==> src/rtl/mem_arbiter_pkg.sv <==
// Shared constants and types for the data-memory arbiter.
package mem_arbiter_pkg;

    localparam int MemAddrBus  = 32;
    localparam int MemBusWidth = 32;

    // Lock ownership of the secondary slot.
    typedef enum logic [1:0] {
        ArbIdle  = 2'd0,
        ArbLock0 = 2'd1,
        ArbLock1 = 2'd2
    } arb_state_e;

endpackage

==> src/rtl/mem_arbiter_if.sv <==
// Bus bundle between the CPU, the two secondary masters, the RAM and the arbiter.
interface mem_arbiter_if
    import mem_arbiter_pkg::*;
#(
    parameter int AW = MemAddrBus,
    parameter int DW = MemBusWidth
) ();

    // CPU load/store port
    logic          cpu_read;
    logic          cpu_write;
    logic [AW-1:0] cpu_address;
    logic [DW-1:0] cpu_dout;
    logic [DW-1:0] cpu_din;

    // Secondary master 0 (program loader)
    logic          m0_req;
    logic          m0_we;
    logic          m0_lock;
    logic [AW-1:0] m0_addr;
    logic [DW-1:0] m0_wdata;
    logic          m0_gnt;
    logic          m0_rvalid;
    logic [DW-1:0] m0_rdata;

    // Secondary master 1 (display/DMA)
    logic          m1_req;
    logic          m1_we;
    logic          m1_lock;
    logic [AW-1:0] m1_addr;
    logic [DW-1:0] m1_wdata;
    logic          m1_gnt;
    logic          m1_rvalid;
    logic [DW-1:0] m1_rdata;

    // RAM port (asynchronous read)
    logic          mem_en;
    logic          mem_we;
    logic [AW-1:0] mem_addr;
    logic [DW-1:0] mem_wdata;
    logic [DW-1:0] mem_rdata;

    // Arbiter side
    modport slave (
        input  cpu_read, cpu_write, cpu_address, cpu_dout,
        output cpu_din,
        input  m0_req, m0_we, m0_lock, m0_addr, m0_wdata,
        output m0_gnt, m0_rvalid, m0_rdata,
        input  m1_req, m1_we, m1_lock, m1_addr, m1_wdata,
        output m1_gnt, m1_rvalid, m1_rdata,
        output mem_en, mem_we, mem_addr, mem_wdata,
        input  mem_rdata
    );

    // Requester / RAM side
    modport master (
        output cpu_read, cpu_write, cpu_address, cpu_dout,
        input  cpu_din,
        output m0_req, m0_we, m0_lock, m0_addr, m0_wdata,
        input  m0_gnt, m0_rvalid, m0_rdata,
        output m1_req, m1_we, m1_lock, m1_addr, m1_wdata,
        input  m1_gnt, m1_rvalid, m1_rdata,
        input  mem_en, mem_we, mem_addr, mem_wdata,
        output mem_rdata
    );

endinterface

==> src/rtl/mem_arbiter_rr_arb2.sv <==
// Two-way round-robin pick with burst lock override and a blocking input
// (CPU cycle or reset) that suppresses every grant.
module mem_arbiter_rr_arb2
    import mem_arbiter_pkg::*;
(
    input  logic       clk,
    input  logic       rst,
    input  logic       block_i,
    input  logic [1:0] req_i,
    input  logic [1:0] lock_i,
    output logic [1:0] gnt_o
);

    arb_state_e state_q, state_d;
    logic       rr_ptr_q, rr_ptr_d;

    // State and pointer registers; reset prefers master 0 with no lock held.
    always_ff @(posedge clk) begin
        if (rst) begin
            state_q  <= ArbIdle;
            rr_ptr_q <= 1'b0;
        end else begin
            state_q  <= state_d;
            rr_ptr_q <= rr_ptr_d;
        end
    end

    // Next state: pointer moves past every granted master; lock follows the owner's lock bit.
    always_comb begin
        state_d  = state_q;
        rr_ptr_d = rr_ptr_q;
        if (gnt_o[0])      rr_ptr_d = 1'b1;
        else if (gnt_o[1]) rr_ptr_d = 1'b0;
        case (state_q)
            ArbIdle: begin
                if (gnt_o[0] && lock_i[0])      state_d = ArbLock0;
                else if (gnt_o[1] && lock_i[1]) state_d = ArbLock1;
            end
            ArbLock0: if (!req_i[0] || (gnt_o[0] && !lock_i[0])) state_d = ArbIdle;
            ArbLock1: if (!req_i[1] || (gnt_o[1] && !lock_i[1])) state_d = ArbIdle;
            default:  state_d = ArbIdle;
        endcase
    end

    // Grant: the lock owner only while locked, else a lone requester, else the pointer's pick.
    always_comb begin
        gnt_o = 2'b00;
        if (!block_i) begin
            case (state_q)
                ArbLock0: gnt_o[0] = req_i[0];
                ArbLock1: gnt_o[1] = req_i[1];
                default: begin
                    if (req_i == 2'b11) gnt_o[rr_ptr_q] = 1'b1;
                    else                gnt_o = req_i;
                end
            endcase
        end
    end

endmodule

==> src/rtl/mem_arbiter.sv <==
// Data-memory arbiter: the CPU always owns the RAM when it strobes; the two
// secondary masters share the idle cycles and get a registered read response.
module mem_arbiter
    import mem_arbiter_pkg::*;
#(
    parameter int AW = MemAddrBus,
    parameter int DW = MemBusWidth
) (
    input  logic          clk,
    input  logic          rst,
    mem_arbiter_if.slave  bus
);

    logic                cpu_active;
    logic [1:0]          req, lock, we, gnt;
    logic                mem_en_c, mem_we_c;
    logic [AW-1:0]       mem_addr_c;
    logic [DW-1:0]       mem_wdata_c;
    logic [1:0]          rvalid_q;
    logic [1:0][DW-1:0]  rdata_q;

    assign cpu_active = bus.cpu_read | bus.cpu_write;
    assign req        = {bus.m1_req,  bus.m0_req};
    assign lock       = {bus.m1_lock, bus.m0_lock};
    assign we         = {bus.m1_we,   bus.m0_we};

    mem_arbiter_rr_arb2 u_arb (
        .clk     (clk),
        .rst     (rst),
        .block_i (cpu_active | rst),
        .req_i   (req),
        .lock_i  (lock),
        .gnt_o   (gnt)
    );

    assign bus.m0_gnt = gnt[0];
    assign bus.m1_gnt = gnt[1];

    // The CPU has no stall, so its strobes read the RAM in the same cycle.
    assign bus.cpu_din = bus.mem_rdata;

    // Memory port mux: CPU, then the granted master, else fully quiet (also during reset).
    always_comb begin
        mem_en_c    = 1'b0;
        mem_we_c    = 1'b0;
        mem_addr_c  = '0;
        mem_wdata_c = '0;
        if (!rst && cpu_active) begin
            mem_en_c    = 1'b1;
            mem_we_c    = bus.cpu_write;
            mem_addr_c  = bus.cpu_address;
            mem_wdata_c = bus.cpu_dout;
        end else if (gnt[0]) begin
            mem_en_c    = 1'b1;
            mem_we_c    = bus.m0_we;
            mem_addr_c  = bus.m0_addr;
            mem_wdata_c = bus.m0_wdata;
        end else if (gnt[1]) begin
            mem_en_c    = 1'b1;
            mem_we_c    = bus.m1_we;
            mem_addr_c  = bus.m1_addr;
            mem_wdata_c = bus.m1_wdata;
        end
    end

    assign bus.mem_en    = mem_en_c;
    assign bus.mem_we    = mem_we_c;
    assign bus.mem_addr  = mem_addr_c;
    assign bus.mem_wdata = mem_wdata_c;

    // Read response: capture RAM data on a granted read beat, rvalid pulses for one cycle.
    always_ff @(posedge clk) begin
        if (rst) begin
            rvalid_q <= 2'b00;
            rdata_q  <= '0;
        end else begin
            for (int k = 0; k < 2; k++) begin
                rvalid_q[k] <= gnt[k] & ~we[k];
                if (gnt[k] && !we[k]) rdata_q[k] <= bus.mem_rdata;
            end
        end
    end

    assign bus.m0_rvalid = rvalid_q[0];
    assign bus.m1_rvalid = rvalid_q[1];
    assign bus.m0_rdata  = rdata_q[0];
    assign bus.m1_rdata  = rdata_q[1];

endmodule

==> src/flat_wrapper.sv <==
// flat-port wrapper written by rule: the top's interface ports become plain ports
module mem_arbiter_flat import mem_arbiter_pkg::*;
#(
    parameter int AW = MemAddrBus,
    parameter int DW = MemBusWidth
)
  (clk, rst, bus_cpu_read, bus_cpu_write, bus_cpu_address, bus_cpu_dout, bus_cpu_din, bus_m0_req, bus_m0_we, bus_m0_lock, bus_m0_addr, bus_m0_wdata, bus_m0_gnt, bus_m0_rvalid, bus_m0_rdata, bus_m1_req, bus_m1_we, bus_m1_lock, bus_m1_addr, bus_m1_wdata, bus_m1_gnt, bus_m1_rvalid, bus_m1_rdata, bus_mem_en, bus_mem_we, bus_mem_addr, bus_mem_wdata, bus_mem_rdata);
  mem_arbiter_if #(.AW(AW), .DW(DW)) bus_i ();
  input  logic clk;
  input  logic rst;
  input wire logic [$bits(bus_i.cpu_read)-1:0] bus_cpu_read;
  input wire logic [$bits(bus_i.cpu_write)-1:0] bus_cpu_write;
  input wire logic [$bits(bus_i.cpu_address)-1:0] bus_cpu_address;
  input wire logic [$bits(bus_i.cpu_dout)-1:0] bus_cpu_dout;
  output wire logic [$bits(bus_i.cpu_din)-1:0] bus_cpu_din;
  input wire logic [$bits(bus_i.m0_req)-1:0] bus_m0_req;
  input wire logic [$bits(bus_i.m0_we)-1:0] bus_m0_we;
  input wire logic [$bits(bus_i.m0_lock)-1:0] bus_m0_lock;
  input wire logic [$bits(bus_i.m0_addr)-1:0] bus_m0_addr;
  input wire logic [$bits(bus_i.m0_wdata)-1:0] bus_m0_wdata;
  output wire logic [$bits(bus_i.m0_gnt)-1:0] bus_m0_gnt;
  output wire logic [$bits(bus_i.m0_rvalid)-1:0] bus_m0_rvalid;
  output wire logic [$bits(bus_i.m0_rdata)-1:0] bus_m0_rdata;
  input wire logic [$bits(bus_i.m1_req)-1:0] bus_m1_req;
  input wire logic [$bits(bus_i.m1_we)-1:0] bus_m1_we;
  input wire logic [$bits(bus_i.m1_lock)-1:0] bus_m1_lock;
  input wire logic [$bits(bus_i.m1_addr)-1:0] bus_m1_addr;
  input wire logic [$bits(bus_i.m1_wdata)-1:0] bus_m1_wdata;
  output wire logic [$bits(bus_i.m1_gnt)-1:0] bus_m1_gnt;
  output wire logic [$bits(bus_i.m1_rvalid)-1:0] bus_m1_rvalid;
  output wire logic [$bits(bus_i.m1_rdata)-1:0] bus_m1_rdata;
  output wire logic [$bits(bus_i.mem_en)-1:0] bus_mem_en;
  output wire logic [$bits(bus_i.mem_we)-1:0] bus_mem_we;
  output wire logic [$bits(bus_i.mem_addr)-1:0] bus_mem_addr;
  output wire logic [$bits(bus_i.mem_wdata)-1:0] bus_mem_wdata;
  input wire logic [$bits(bus_i.mem_rdata)-1:0] bus_mem_rdata;
  assign bus_i.cpu_read = bus_cpu_read;
  assign bus_i.cpu_write = bus_cpu_write;
  assign bus_i.cpu_address = bus_cpu_address;
  assign bus_i.cpu_dout = bus_cpu_dout;
  assign bus_cpu_din = bus_i.cpu_din;
  assign bus_i.m0_req = bus_m0_req;
  assign bus_i.m0_we = bus_m0_we;
  assign bus_i.m0_lock = bus_m0_lock;
  assign bus_i.m0_addr = bus_m0_addr;
  assign bus_i.m0_wdata = bus_m0_wdata;
  assign bus_m0_gnt = bus_i.m0_gnt;
  assign bus_m0_rvalid = bus_i.m0_rvalid;
  assign bus_m0_rdata = bus_i.m0_rdata;
  assign bus_i.m1_req = bus_m1_req;
  assign bus_i.m1_we = bus_m1_we;
  assign bus_i.m1_lock = bus_m1_lock;
  assign bus_i.m1_addr = bus_m1_addr;
  assign bus_i.m1_wdata = bus_m1_wdata;
  assign bus_m1_gnt = bus_i.m1_gnt;
  assign bus_m1_rvalid = bus_i.m1_rvalid;
  assign bus_m1_rdata = bus_i.m1_rdata;
  assign bus_mem_en = bus_i.mem_en;
  assign bus_mem_we = bus_i.mem_we;
  assign bus_mem_addr = bus_i.mem_addr;
  assign bus_mem_wdata = bus_i.mem_wdata;
  assign bus_i.mem_rdata = bus_mem_rdata;
  mem_arbiter #(.AW(AW), .DW(DW)) u_core (.clk(clk), .rst(rst), .bus(bus_i));
endmodule
==> config.mk <==
export PLATFORM = sky130hd
export DESIGN_NAME = mem_arbiter_flat
export DESIGN_NICKNAME = d
export VERILOG_FILES = /design/src/rtl/mem_arbiter_pkg.sv /design/src/rtl/mem_arbiter_if.sv /design/src/rtl/mem_arbiter_rr_arb2.sv /design/src/rtl/mem_arbiter.sv /design/src/flat_wrapper.sv
export SDC_FILE = /design/constraint.sdc
export NUM_CORES = 1
export LEC_CHECK = 0
export CAP_MARGIN = 40
export CORE_AREA = 2 2 155 157
export CTS_BUF_LIST = sky130_fd_sc_hd__clkbuf_16
export DETAILED_ROUTE_END_ITERATION = 10
export DIE_AREA = 0 0 157 159
export SYNTH_ARGS = -nofsm -noshare
export SYNTH_HDL_FRONTEND = slang
export SYNTH_HIERARCHICAL = 1
export SYNTH_SLANG_ARGS = --single-unit
==> constraint.sdc <==
create_clock -name clk -period 4.7 [get_ports clk]
set_input_delay 1.41 -clock clk [delete_from_list [all_inputs] [get_ports clk]]
set_output_delay 1.41 -clock clk [all_outputs]
set_load 0.005 [all_outputs]
* Word-level counts from Yosys, hierarchy flattened
Index checks and enable logic that the tools add are counted.
** Cells by class
- Reduce and logical (&&, ||, !) cells :: 20
- Muxes and demuxes :: 25
- Bitwise operators :: 6
- Equal/unequal tests :: 6
- Multiply operators :: 0
- Div/mod/pow operators :: 0
- Magnitude comparators :: 2
- $add $sub $neg :: 0
- Shift operators :: 0
** Operators by type and width (count)
- 2-to-1 mux 32 bit :: 6
- 2-to-1 mux 2 bit :: 6
- 2-to-1 mux 1 bit :: 9
- logical AND 1 bit :: 8
- logical NOT 1 bit :: 7
- one-hot mux 2 bit (3 select lines) :: 1
- equality test 2 bit (second input constant) :: 2
- inequality test 2 bit (second input constant) :: 2
- one-hot mux 1 bit (2 select lines) :: 2
- inequality test 3 bit (second input constant) :: 1
- AND reduction 3 bit :: 1
- AND 1 bit :: 2
- equality test 2 x 1 -> 1 bit (second input constant) :: 1
- logical NOT 2 bit :: 1
- logical OR 1 bit :: 2
- < comparator 1 x 2 -> 1 bit (second input constant) :: 1
- inverter 1 bit :: 2
- OR 1 bit :: 2
- nonzero test 2 bit :: 1
- demux 1 bit (select 1 bit) :: 1
- greater-or-equal comparator 1 bit (second input constant) :: 1
** Storage, ports and cells
- Output and inout bits :: 166
- Word-level logic and storage cells :: 64
- Register bits :: 69
- Bits in writable memories :: 0
- Memory bits (read-only) :: 0
- Latch bits :: 0
- Memories kept :: 0

* Logic depth before layout (Yosys ltp)
- Depth after elaboration :: 11
- Mapped depth :: 12
- Depth with buffers taken out :: 8

* Modules after synthesis
Netlist, hierarchy kept.
** Modules (own cells, without submodules)
- mem_arbiter :: times used 1, cells an instance 550, area an instance 4414.2 um^2
- mem_arbiter_rr_arb2 :: times used 1, cells an instance 36, area an instance 299.0 um^2

* Worst setup path before layout
Ideal clock, no wire load.
- Path kind :: in2out
- Start :: input bus_cpu_write
- End :: output bus_mem_addr[10]
- Data required time :: 3.290 ns
- Cell stages on the path :: 10
- Slack :: 0.285 ns
- Arrival time :: 3.005 ns
- Cells stage by stage :: or3_1 > nor2b_1 > nand2_1 > nor2_1 > buf_4 > buf_2 > buf_4 > buf_4 > a22oi_2 > a21oi_2
** On the way
- Elaborated cells on any way between the ends :: 7
- Classes of those cells :: 4 x mux; 2 x bitwise; 1 x reduce/logical
** RTL lines
- start: declaration :: line flat_wrapper.sv:12 : input wire logic [$bits(bus_i.cpu_write)-1:0] bus_cpu_write;
- OR 1 bit :: line mem_arbiter.sv:22 : assign cpu_active = bus.cpu_read | bus.cpu_write;
- OR 1 bit :: line mem_arbiter.sv:30 : .block_i (cpu_active | rst),
- 2-to-1 mux 2 bit :: line mem_arbiter_rr_arb2.sv:48 : if (!block_i) begin
- net bus_m0_gnt :: line flat_wrapper.sv:21 : output wire logic [$bits(bus_i.m0_gnt)-1:0] bus_m0_gnt;
- 2-to-1 mux 32 bit :: line mem_arbiter.sv:53 : end else if (gnt[0]) begin
- 2-to-1 mux 32 bit :: line mem_arbiter.sv:48 : if (!rst && cpu_active) begin
- end: declaration :: line flat_wrapper.sv:34 : output wire logic [$bits(bus_i.mem_addr)-1:0] bus_mem_addr;
The timed path passes the listed nets, and every way through them passes these cells.

* Worst setup path after layout
- Start :: input bus_cpu_write
- End :: output bus_mem_addr[27]
** On the way
- Longest elaborated chain between the ends :: 6
- Elaborated cells on any way between the ends :: 7
- Classes of those cells :: 4 x mux; 2 x bitwise; 1 x reduce/logical
** RTL lines
- OR 1 bit (*) :: line mem_arbiter.sv:22
- OR 1 bit :: line mem_arbiter.sv:30
- 2-to-1 mux 2 bit :: line mem_arbiter_rr_arb2.sv:48
- 2-to-1 mux 32 bit :: line mem_arbiter.sv:58 : end else if (gnt[1]) begin
- 2-to-1 mux 32 bit :: line mem_arbiter.sv:53
- 2-to-1 mux 32 bit (*) :: line mem_arbiter.sv:48
Every way passes the cells marked *; elsewhere a longest branch is shown, timed or not.

==> impl_metrics.yaml <==
floorplan:
  row_count: 56
  dieArea_sq_um: 24960
  die_h_um: 159
  die_w_um: 157
  design.core.area_sq_um: 23190
  start_util_pct: 20.32
  io_pins: 400
placement:
  dp_hpwl_mm: 18.52
  port_buffers: 399
  gp_congestion: 0.8818
drt:
  viasPerCell: 4.284
  highest_layer: "met5"
  drt_iter0_markers: 185
  wl_met2_mm: 11.71
  wire_per_inst_um: 17.65
  wl_met3_mm: 1.727
  ant_nets: 0
  m1WireLength_mm: 9.268
  drc: 0
  first_pass_iters: 5
  vias: 5664
  totalWireLength_mm: 23.33
worst_setup_path:
  cp-start-kind: "input pin"
  crit_arrival_ns: 3.25
  max_stage_delay_ns: 0.39
  rrSetupSlack_ns: 2.26
  crit_path_end_kind: "output pin"
  crit_type: "input pin to output pin"
  crit_path_max_fanout: 5
  path_common_cell: "buf_6"
  required_ns: 3.29
  crit_path_cell_trace: "buf_6, or3_4, buf_6, nor2b_4, nand2_2, nor2_4, buf_6, nor2b_4, buf_12, buf_8, buf_6, a22oi_2, a21oi_2, buf_4"
  slowest_stage: "or3_4"
grt:
  grt_use_total_pct: 17.97
  antenna_found_initial: 2
  grt_overflow_total: 0
  grt_pass1_wl_mm: 33.86
  grt_max_degree: 71
  grt_pass1_vias: 5483
clock_tree:
  holdBufCountCts: 0
  cts_buffer_depth: 2
  path_clk_slew_ns: 0.05
  clock_sinks: 69
  cts_buffers: 9
  insertion_delay_ns: 0.34
  cts_tree: "done"
  h-tree-depth: 3
  clockRootBuffer: "clkbuf_16"
power_and_ir_drop:
  cellLeakagePower_uw: 0.003428
  p_per_area_nw_per_um2: 194.7
  finalPower_uw: 1862
  peakVddDrop_mv: 0.1561
timing:
  grt_setup_unrepaired: "yes"
  fmaxAchievable_ghz: 0.2146
  slew_viol_final: 0
  finalCriticalPeriod_ns: 4.661
  fin_crit_sh_pct: 99.16
  setup_viol: 0
  setup_tns_ns: 0
  slew_headroom_pct: 48.53
  hold_viol_final: 0
  worstMarginPinSlew_ns: 0.7720
  clock_skew_ns: 0.004909
flow_run:
  maxCapViolCount: 0
hold_path:
  hold_class: "flip-flop to flip-flop"
run_status:
  status: "completed"
yosys:
  synth_seq_cells: 69
  syn_avg_cell_area_sq_um: 8.043
  syn_area_sq_um: 4713
  synth_nets: 823
  ys_warn_count: 6
  netlist_instances: 586
  synth-seq-area-share_pct: 29.31
  synthArstFlopShare_pct: 0
  synth_cell_types: 37
  ys.flop_type: "dfxtp_1"
  synth_edf_count: 0
cells_and_area:
  final_common_cell: "clkdlybuf4s50_1"
  layout.nets: 1235
  mostFrequentLayoutCells: "clkdlybuf4s50_1, nand2_1, nor2_1, dfxtp_1, a21oi_1"
  drive_above_1_share_pct: 29.71
  diodes: 0
  area_delta_synth_final_pct: 102.9
[report_power, final]
| group | leakage [uW] | internal [uW] | total (uW) | switching [uW] |
|---|---|---|---|---|
| logic | 0.00272 | 346 | 563 | 216 |
| clock network | 0.000153 | 456 | 705 | 248 |
| registers | 0.000557 | 592 | 595 | 3.17 |
[metrics by stage]
stage / hold slack [ns] / cells / util (%) / area, sq um / setup WS [ns]
3_3_place_gp: 0.4402 / 1271 / 38.86 / 9014 / -0.6146
2_1_floorplan: 0.4527 / 586 / - / 4713 / 0.2849
5_1_grt: 0.4687 / 1322 / 41.24 / 9565 / -0.05329
6_report: 0.4509 / 1322 / 41.24 / 9565 / 0.03932
4_1_cts: 0.4543 / 1315 / 41.03 / 9515 / -0.08607
3_5_place_dp: 0.4469 / 1271 / 38.86 / 9014 / -0.6690
[worst paths after layout]
| path | from | end | depth (start not counted) |
|---|---|---|---|
| worst max-delay path | bus_cpu_write | bus_mem_addr[27] | 14 |
| worst min register to register | u_core/bus.m0_rdata[10]$_SDFFE_PP0P_ | u_core/bus.m0_rdata[10]$_SDFFE_PP0P_ | 2 |
| worst max register to register | u_core/u_arb/state_q[0]$_SDFFE_PP0P_ | u_core/bus.m0_rdata[13]$_SDFFE_PP0P_ | 13 |
| worst min-delay path | u_core/bus.m0_rdata[10]$_SDFFE_PP0P_ | u_core/bus.m0_rdata[10]$_SDFFE_PP0P_ | 2 |
[flip-flops by register name (all words and copies together), names as in the netlist]
register,cells
u_core/bus.m0_rdata,32
u_core/bus.m1_rdata,32
u_core/rvalid_q,2
u_core/u_arb/state_q,2
u_core/u_arb/rr_ptr_q,1
[cell type report]
cell class | instances | area, sq um
Multi-Input combinational cell | 429 | 2743
Inverter | 3 | 11.26
Sequential cell | 69 | 1381
Clock buffer | 9 | 225.2
Fill cell | 2355 | 13630
Tap cell | 319 | 399.1
Timing Repair Buffer | 486 | 4723
Clock inverter | 7 | 82.58
[metal layers]
layer	track usage, %	vias up
li1	-	2797
met1	20.57	2588
met2	32.02	241
met3	5.008	34
met4	5.713	4
met5	0	-
[critical path: cells and delay by family]
family,cells,cell delay [ns]
buf+inv,7,0.87
simple gates,5,0.74
compound gates,2,0.22
[repair_timing]
action | 4_1_cts | 5_1_grt
pin swaps | 41 | 12
resized for setup | 286 | 14
endpoints found under the setup margin | 68 | 62
cloned | 5 | 0
buffers inserted | 24 | 9
[synthesized netlist by cell type (2+ instances only)]
cell type	instances	share of area, %
a21oi_1	69	7.3
a21oi_2	60	11
a22oi_1	3	0.48
a22oi_2	60	16
a31oi_1	2	0.27
buf_1	3	0.24
buf_12	6	2.5
buf_2	20	2.1
buf_4	45	7.2
buf_6	4	0.96
clkbuf_1	7	0.56
dfxtp_1	69	29
ha_1	3	0.80
inv_1	3	0.24
nand2_1	134	11
nand2b_1	3	0.40
nand3b_1	2	0.32
nor2_1	70	5.6
nor2b_1	4	0.53
or2b_1	2	0.32
[logic make-up after synthesis]
group                    synth area share, %
flip-flops                             29.31
AO/OA/AOI/OAI                          36.63
adder cells (fa/ha/maj)               0.7965
buffers and inverters                  13.83
AND/OR/NAND/NOR                        19.43
(Power assumes the default switching activity.)
